`config.mk`:
```
export PLATFORM = sky130hd
export DESIGN_NAME = bus_requester
export DESIGN_NICKNAME = d
export VERILOG_FILES = /design/src/rtl/arb_pkg.sv /design/src/rtl/req_timeout_cnt.sv /design/src/rtl/bus_requester.sv
export SDC_FILE = /design/constraint.sdc
export NUM_CORES = 1
export LEC_CHECK = 0
export CAP_MARGIN = 20
export CORE_MARGIN = 3
export CORE_UTILIZATION = 51
export CTS_CLUSTER_SIZE = 16
export DETAILED_ROUTE_END_ITERATION = 8
export PLACE_DENSITY = 0.85
export SYNTH_ARGS = -nofsm -noshare
export SYNTH_HDL_FRONTEND = slang
export SYNTH_SLANG_ARGS = --single-unit
```
`constraint.sdc`:
```
create_clock -name clk -period 3.78 [get_ports clk]
set_clock_uncertainty 0.05 [all_clocks]
set_input_delay 0.378 -clock clk [delete_from_list [all_inputs] [get_ports clk]]
set_output_delay 0.378 -clock clk [all_outputs]
set_load 0.03 [all_outputs]
```
`src/rtl/arb_pkg.sv`:
```
// Constants shared between the bus arbiter and its per-master requesters.
package arb_pkg;

  localparam int ARB_N  = 4;
  localparam int ARB_IW = $clog2(ARB_N);

  typedef logic [1:0] state_t;

  localparam logic [1:0] ST_IDLE    = 2'd0;
  localparam logic [1:0] ST_BUSY    = 2'd1;
  localparam logic [1:0] ST_RELEASE = 2'd2;

  localparam logic [ARB_IW-1:0] GNT_IDX_M0 = 2'd0;
  localparam logic [ARB_IW-1:0] GNT_IDX_M1 = 2'd1;
  localparam logic [ARB_IW-1:0] GNT_IDX_M2 = 2'd2;
  localparam logic [ARB_IW-1:0] GNT_IDX_M3 = 2'd3;

  // Index of the asserted bit of a one-hot arbiter grant vector.
  function automatic logic [ARB_IW-1:0] gnt_index(input logic [ARB_N-1:0] gnt);
    gnt_index = '0;
    for (int i = 0; i < ARB_N; i++) begin
      if (gnt[i]) gnt_index = ARB_IW'(i);
    end
  endfunction

endpackage

```
`src/rtl/req_timeout_cnt.sv`:
```
// Counts consecutive ungranted cycles; expire_o flags the last cycle before abort.
module req_timeout_cnt #(
  parameter int TIMEOUT = 64
) (
  input  logic clk,
  input  logic rst,
  input  logic clear_i,
  input  logic inc_i,
  output logic expire_o
);

  localparam int TW = (TIMEOUT > 0) ? $clog2(TIMEOUT + 1) : 1;

  generate
    if (TIMEOUT == 0) begin : g_off
      logic w_unused;
      assign w_unused = &{1'b0, clk, rst, clear_i, inc_i};
      assign expire_o = 1'b0;
    end else begin : g_on
      localparam logic [TW-1:0] TERM = TW'(TIMEOUT - 1);
      logic [TW-1:0] r_tcnt;

      always_ff @(posedge clk) begin
        if (rst) begin
          r_tcnt <= '0;
        end else if (clear_i) begin
          r_tcnt <= '0;
        end else if (inc_i) begin
          r_tcnt <= r_tcnt + TW'(1);
        end
      end

      assign expire_o = (r_tcnt == TERM);
    end
  endgenerate

endmodule

```
`src/rtl/bus_requester.sv`:
```
// Master-side burst agent: requests the arbiter, counts beats on granted cycles,
// releases the bus after the final beat or after a grant timeout.
//
//  state   | meaning
//  IDLE    | waiting for a command, cmd_ready_o high
//  BUSY    | req_o high, beats transfer on gnt_i cycles
//  RELEASE | req_o low for one cycle, stale grants ignored
module bus_requester
  import arb_pkg::*;
#(
  parameter int AW      = 16,
  parameter int LW      = 4,
  parameter int TIMEOUT = 64
) (
  input  logic          clk,
  input  logic          rst,
  input  logic          cmd_valid_i,
  output logic          cmd_ready_o,
  input  logic [AW-1:0] cmd_addr_i,
  input  logic [LW-1:0] cmd_len_i,
  output logic          req_o,
  input  logic          gnt_i,
  output logic          beat_o,
  output logic [AW-1:0] addr_o,
  output logic          last_o,
  output logic          done_o,
  output logic          timeout_o,
  output logic          busy_o
);

  state_t        r_state;
  logic [AW-1:0] r_addr;
  logic [LW-1:0] r_remain;
  logic          r_done;
  logic          r_timeout;

  logic w_in_busy;
  logic w_accept;
  logic w_beat;
  logic w_last;
  logic w_expire;

  assign w_in_busy   = (r_state == ST_BUSY);
  assign cmd_ready_o = (r_state == ST_IDLE) & ~rst;
  assign w_accept    = cmd_valid_i & cmd_ready_o;
  assign w_beat      = w_in_busy & gnt_i;
  assign w_last      = w_beat & (r_remain == '0);

  assign req_o     = w_in_busy;
  assign busy_o    = (r_state != ST_IDLE);
  assign beat_o    = w_beat;
  assign last_o    = w_last;
  assign addr_o    = r_addr;
  assign done_o    = r_done;
  assign timeout_o = r_timeout;

  req_timeout_cnt #(
    .TIMEOUT (TIMEOUT)
  ) u_tcnt (
    .clk      (clk),
    .rst      (rst),
    .clear_i  (w_accept | w_beat),
    .inc_i    (w_in_busy & ~gnt_i),
    .expire_o (w_expire)
  );

  // A beat always takes priority over an expiring timeout in the same cycle.
  always_ff @(posedge clk) begin
    if (rst) begin
      r_state   <= ST_IDLE;
      r_addr    <= '0;
      r_remain  <= '0;
      r_done    <= 1'b0;
      r_timeout <= 1'b0;
    end else begin
      r_done    <= 1'b0;
      r_timeout <= 1'b0;
      case (r_state)
        ST_IDLE: begin
          if (w_accept) begin
            r_addr   <= cmd_addr_i;
            r_remain <= cmd_len_i;
            r_state  <= ST_BUSY;
          end
        end
        ST_BUSY: begin
          if (w_beat) begin
            r_addr <= r_addr + AW'(1);
            if (w_last) begin
              r_state <= ST_RELEASE;
              r_done  <= 1'b1;
            end else begin
              r_remain <= r_remain - LW'(1);
            end
          end else if (w_expire) begin
            r_state   <= ST_RELEASE;
            r_timeout <= 1'b1;
          end
        end
        ST_RELEASE: r_state <= ST_IDLE;
        default:    r_state <= ST_IDLE;
      endcase
    end
  end

endmodule
```
==> results by group <==
Outcome
  • Status: completed

Timing
  • RSZ-0062 raised after global routing: no
  • Worst slew pin tran: 850.5 ps
  • WHS: 452.8 ps
  • Setup-failing EPs final: 0
  • Minimum clock period: 2728 ps
  • Max_slew headroom: 43.30%
  • Fin crit share: 72.17%
  • Pins Over Slew Limit: 0
  • Setup TNS: 0 ps
  • Final WS setup: 1052 ps
  • Final Hold Viols: 0
  • Max frequency: 0.3666 GHz

Layout
  • Final net count: 275
  • Antenna cells: 0
  • Layout cells sized above 1: 6.048%
  • FILL cells: 229
  • Area Growth Syn to Fin: 32.09%

Clocking
  • Num Clock Sinks: 31
  • Clock Latency Late Sink: 330 ps
  • Post-CTS Setup Bufs: 0
  • Clock transition at path regs: 100 ps
  • TritonCTS buffer count: 5
  • H-tree levels: 2
  • CTS root buffer: clkbuf_4
  • Post-CTS resize count: 0
  • Hold_buf cts: 0
  • Clock Path Buffers: 2
  • CTS tree: done

Synthesis
  • Top post-synthesis cells by area: dfxtp_1 (38%), o21ai_1 (8.9%), nor2_1 (4.6%)
  • Yosys reg bits: 31
  • Post-synth top area share: 37.89%
  • Synthesized Nets: 230
  • Cell Area, Synth: 1638 sq um
  • Synthesized area per cell: 8.108 sq um
  • Area leader, netlist: dfxtp_1
  • Seq/Total Area, Yosys: 37.89%
  • Post-synth cell types: 44
  • Gate Count Post-Synth: 202
  • Synth warnings: 0

Routing
  • DR DRC count: 0
  • Via count: 1,581
  • Vias/cell: 5.452
  • Routed wire length: 3708 um
  • WL/cell: 12.79 um
  • ANT nets after route: 0
  • First-pass iteration count of the detailed router: 4
  • First DRT Iteration DRCs: 71

Global routing
  • Largest net degree at the start of global routing: 21
  • All-Layer GR Usage: 20.69%
  • GRT overflow: 0
  • First-pass GRT wire length: 6610 um
  • Number of global-route vias before repair: 1,439
  • Antenna violations before repair: 0

Flow run
  • Max_cap viols: 0

Floorplanning
  • Die W: 62.67 um
  • Initial Utilization: 56.47%
  • Row count: 19
  • Die Height: 62.67 um
  • IO Pins: 47
  • Die area: 3928 sq um
  • Core Region: 2900 sq um

Worst hold path
  • Hold path startpoint: u_tcnt.g_on.r_tcnt[5]
  • Hold Path Class: register to register

Pwr
  • PwrDens: 378.8 nW/um^2
  • Lkg Pwr: 0.7510 nW
  • Peak VDD IR: 0.0002175 V
  • Total Power: 0.0008194 W

Worst setup path
  • Reg-to-reg startpoint: r_state[0]
  • CP Launch Point: r_state[0]
  • Critical Path AT: 2300 ps
  • Setup CP Type: register to primary output
  • Crit path capture type: primary output
  • WP data required: 3350 ps
  • Crit path max fanout: 20
  • Startpoint Class: register

Place
  • Port-buffer cells: 46
  • Gpl congestion: 0.8084
  • Worst slack at placement: 1231 ps
  • Final HPWL DP: 2627 um
==> worst paths after layout <==
kind,endpoint,depth (start not counted),slack [ps]
worst max register to register,u_tcnt.g_on.r_tcnt[5],5,1790
worst min-delay path,u_tcnt.g_on.r_tcnt[5],2,450
worst min register to register,u_tcnt.g_on.r_tcnt[5],2,450
worst max-delay path,last_o,4,1050
==> layout by cell type (no fill, tap or decap), drive strengths merged, types with 2 or more instances in the layout <==
| cell | n |
|---|---|
| or3 | 4 |
| nor2b | 6 |
| and3 | 2 |
| xor2 | 5 |
| nand3 | 9 |
| nand4 | 3 |
| nor2 | 22 |
| mux2i | 2 |
| a32oi | 2 |
| o21ai | 31 |
| clkbuf | 7 |
| a22oi | 4 |
| nand2b | 2 |
| or2 | 2 |
| nor3 | 6 |
| ha | 4 |
| inv | 5 |
| and4 | 2 |
| nor3b | 3 |
| o31ai | 2 |
| clkdlybuf4s50 | 46 |
| and2 | 2 |
| dfxtp | 31 |
| a21oi | 13 |
| xnor2 | 4 |
| nand2 | 14 |
| nor4 | 3 |
| a31oi | 2 |
==> registers in the layout, summed over array words and instances (netlist names) <==
signal and cells:
u_tcnt.g_on.r_tcnt 7, addr_o 16, r_state 2, r_remain 4, done_o 1, timeout_o 1
==> metal layers <==
metal	wire length, um	GRT usage, %
met1	1864	27.83
met2	1587	31.82
met3	222	5.396
met4	34	7.438
met5	0	0
==> Yosys cell counts (all sizes together) <==
cell	number
nand2	14
nor2b	6
nand4	3
and4	2
a221oi	1
a21oi	13
nand3	9
ha	4
nor4b	1
clkbuf	5
a31oi	2
a211oi	1
dfxtp	31
xor2	5
or2	2
a22oi	4
o21ai	31
o311ai	1
nand2b	2
or3	4
xnor2	4
nor4	3
and3	2
nor3b	3
nor2	22
a2bb2oi	1
o31ai	2
mux2i	2
a32o	1
inv	5
o2bb2ai	1
buf	4
nor3	6
or4b	1
a32oi	2
and2	2
==> cells by family after synthesis <==
group,Yosys count,share of synthesized area [%]
xor gates and xnor gates,9,4.812
buffers and inverters,14,3.896
and+or+nand+nor,82,27.04
muxes,2,1.222
DFF,31,37.89
adders and majority gates,4,3.056
AOI/OAI and AO/OA,60,22.08
==> where the power goes <==
| group | switching [W] | internal, W |
|---|---|---|
| Combinational | 0.000141 | 0.000109 |
| Sequential | 0.0000304 | 0.000352 |
| Clock | 0.000114 | 0.0000724 |
| Total | 0.000285 | 0.000534 |
==> through the flow <==
| step | util (%) | std cells | area (sq um) |
|---|---|---|---|
| floorplan | - | 202 | 1638 |
| global placement | 72.86 | 282 | 2113 |
| detailed placement | 72.86 | 282 | 2113 |
| CTS | 74.59 | 290 | 2163 |
| global route | 74.59 | 290 | 2163 |
| finish | 74.59 | 290 | 2163 |
==> area by class of cell <==
type | instances | area (sq um) | area share, %
inverter | 5 | 18.77 | 0.8676
clock inverter | 1 | 5.005 | 0.2313
multi-input combinational | 157 | 953.4 | 44.07
tap | 42 | 52.55 | 2.429
timing repair buffer | 47 | 467.9 | 21.63
clock buffer | 7 | 45.04 | 2.082
sequential | 31 | 620.6 | 28.69
==> critical path, cell delays in order, from the launching register on <==
cell and delay (ps):
dfxtp_1 410, nand2b_1 470, nor2_1 260, and2_1 160
clkdlybuf4s50_1 670
(Power assumes the default switching activity.)
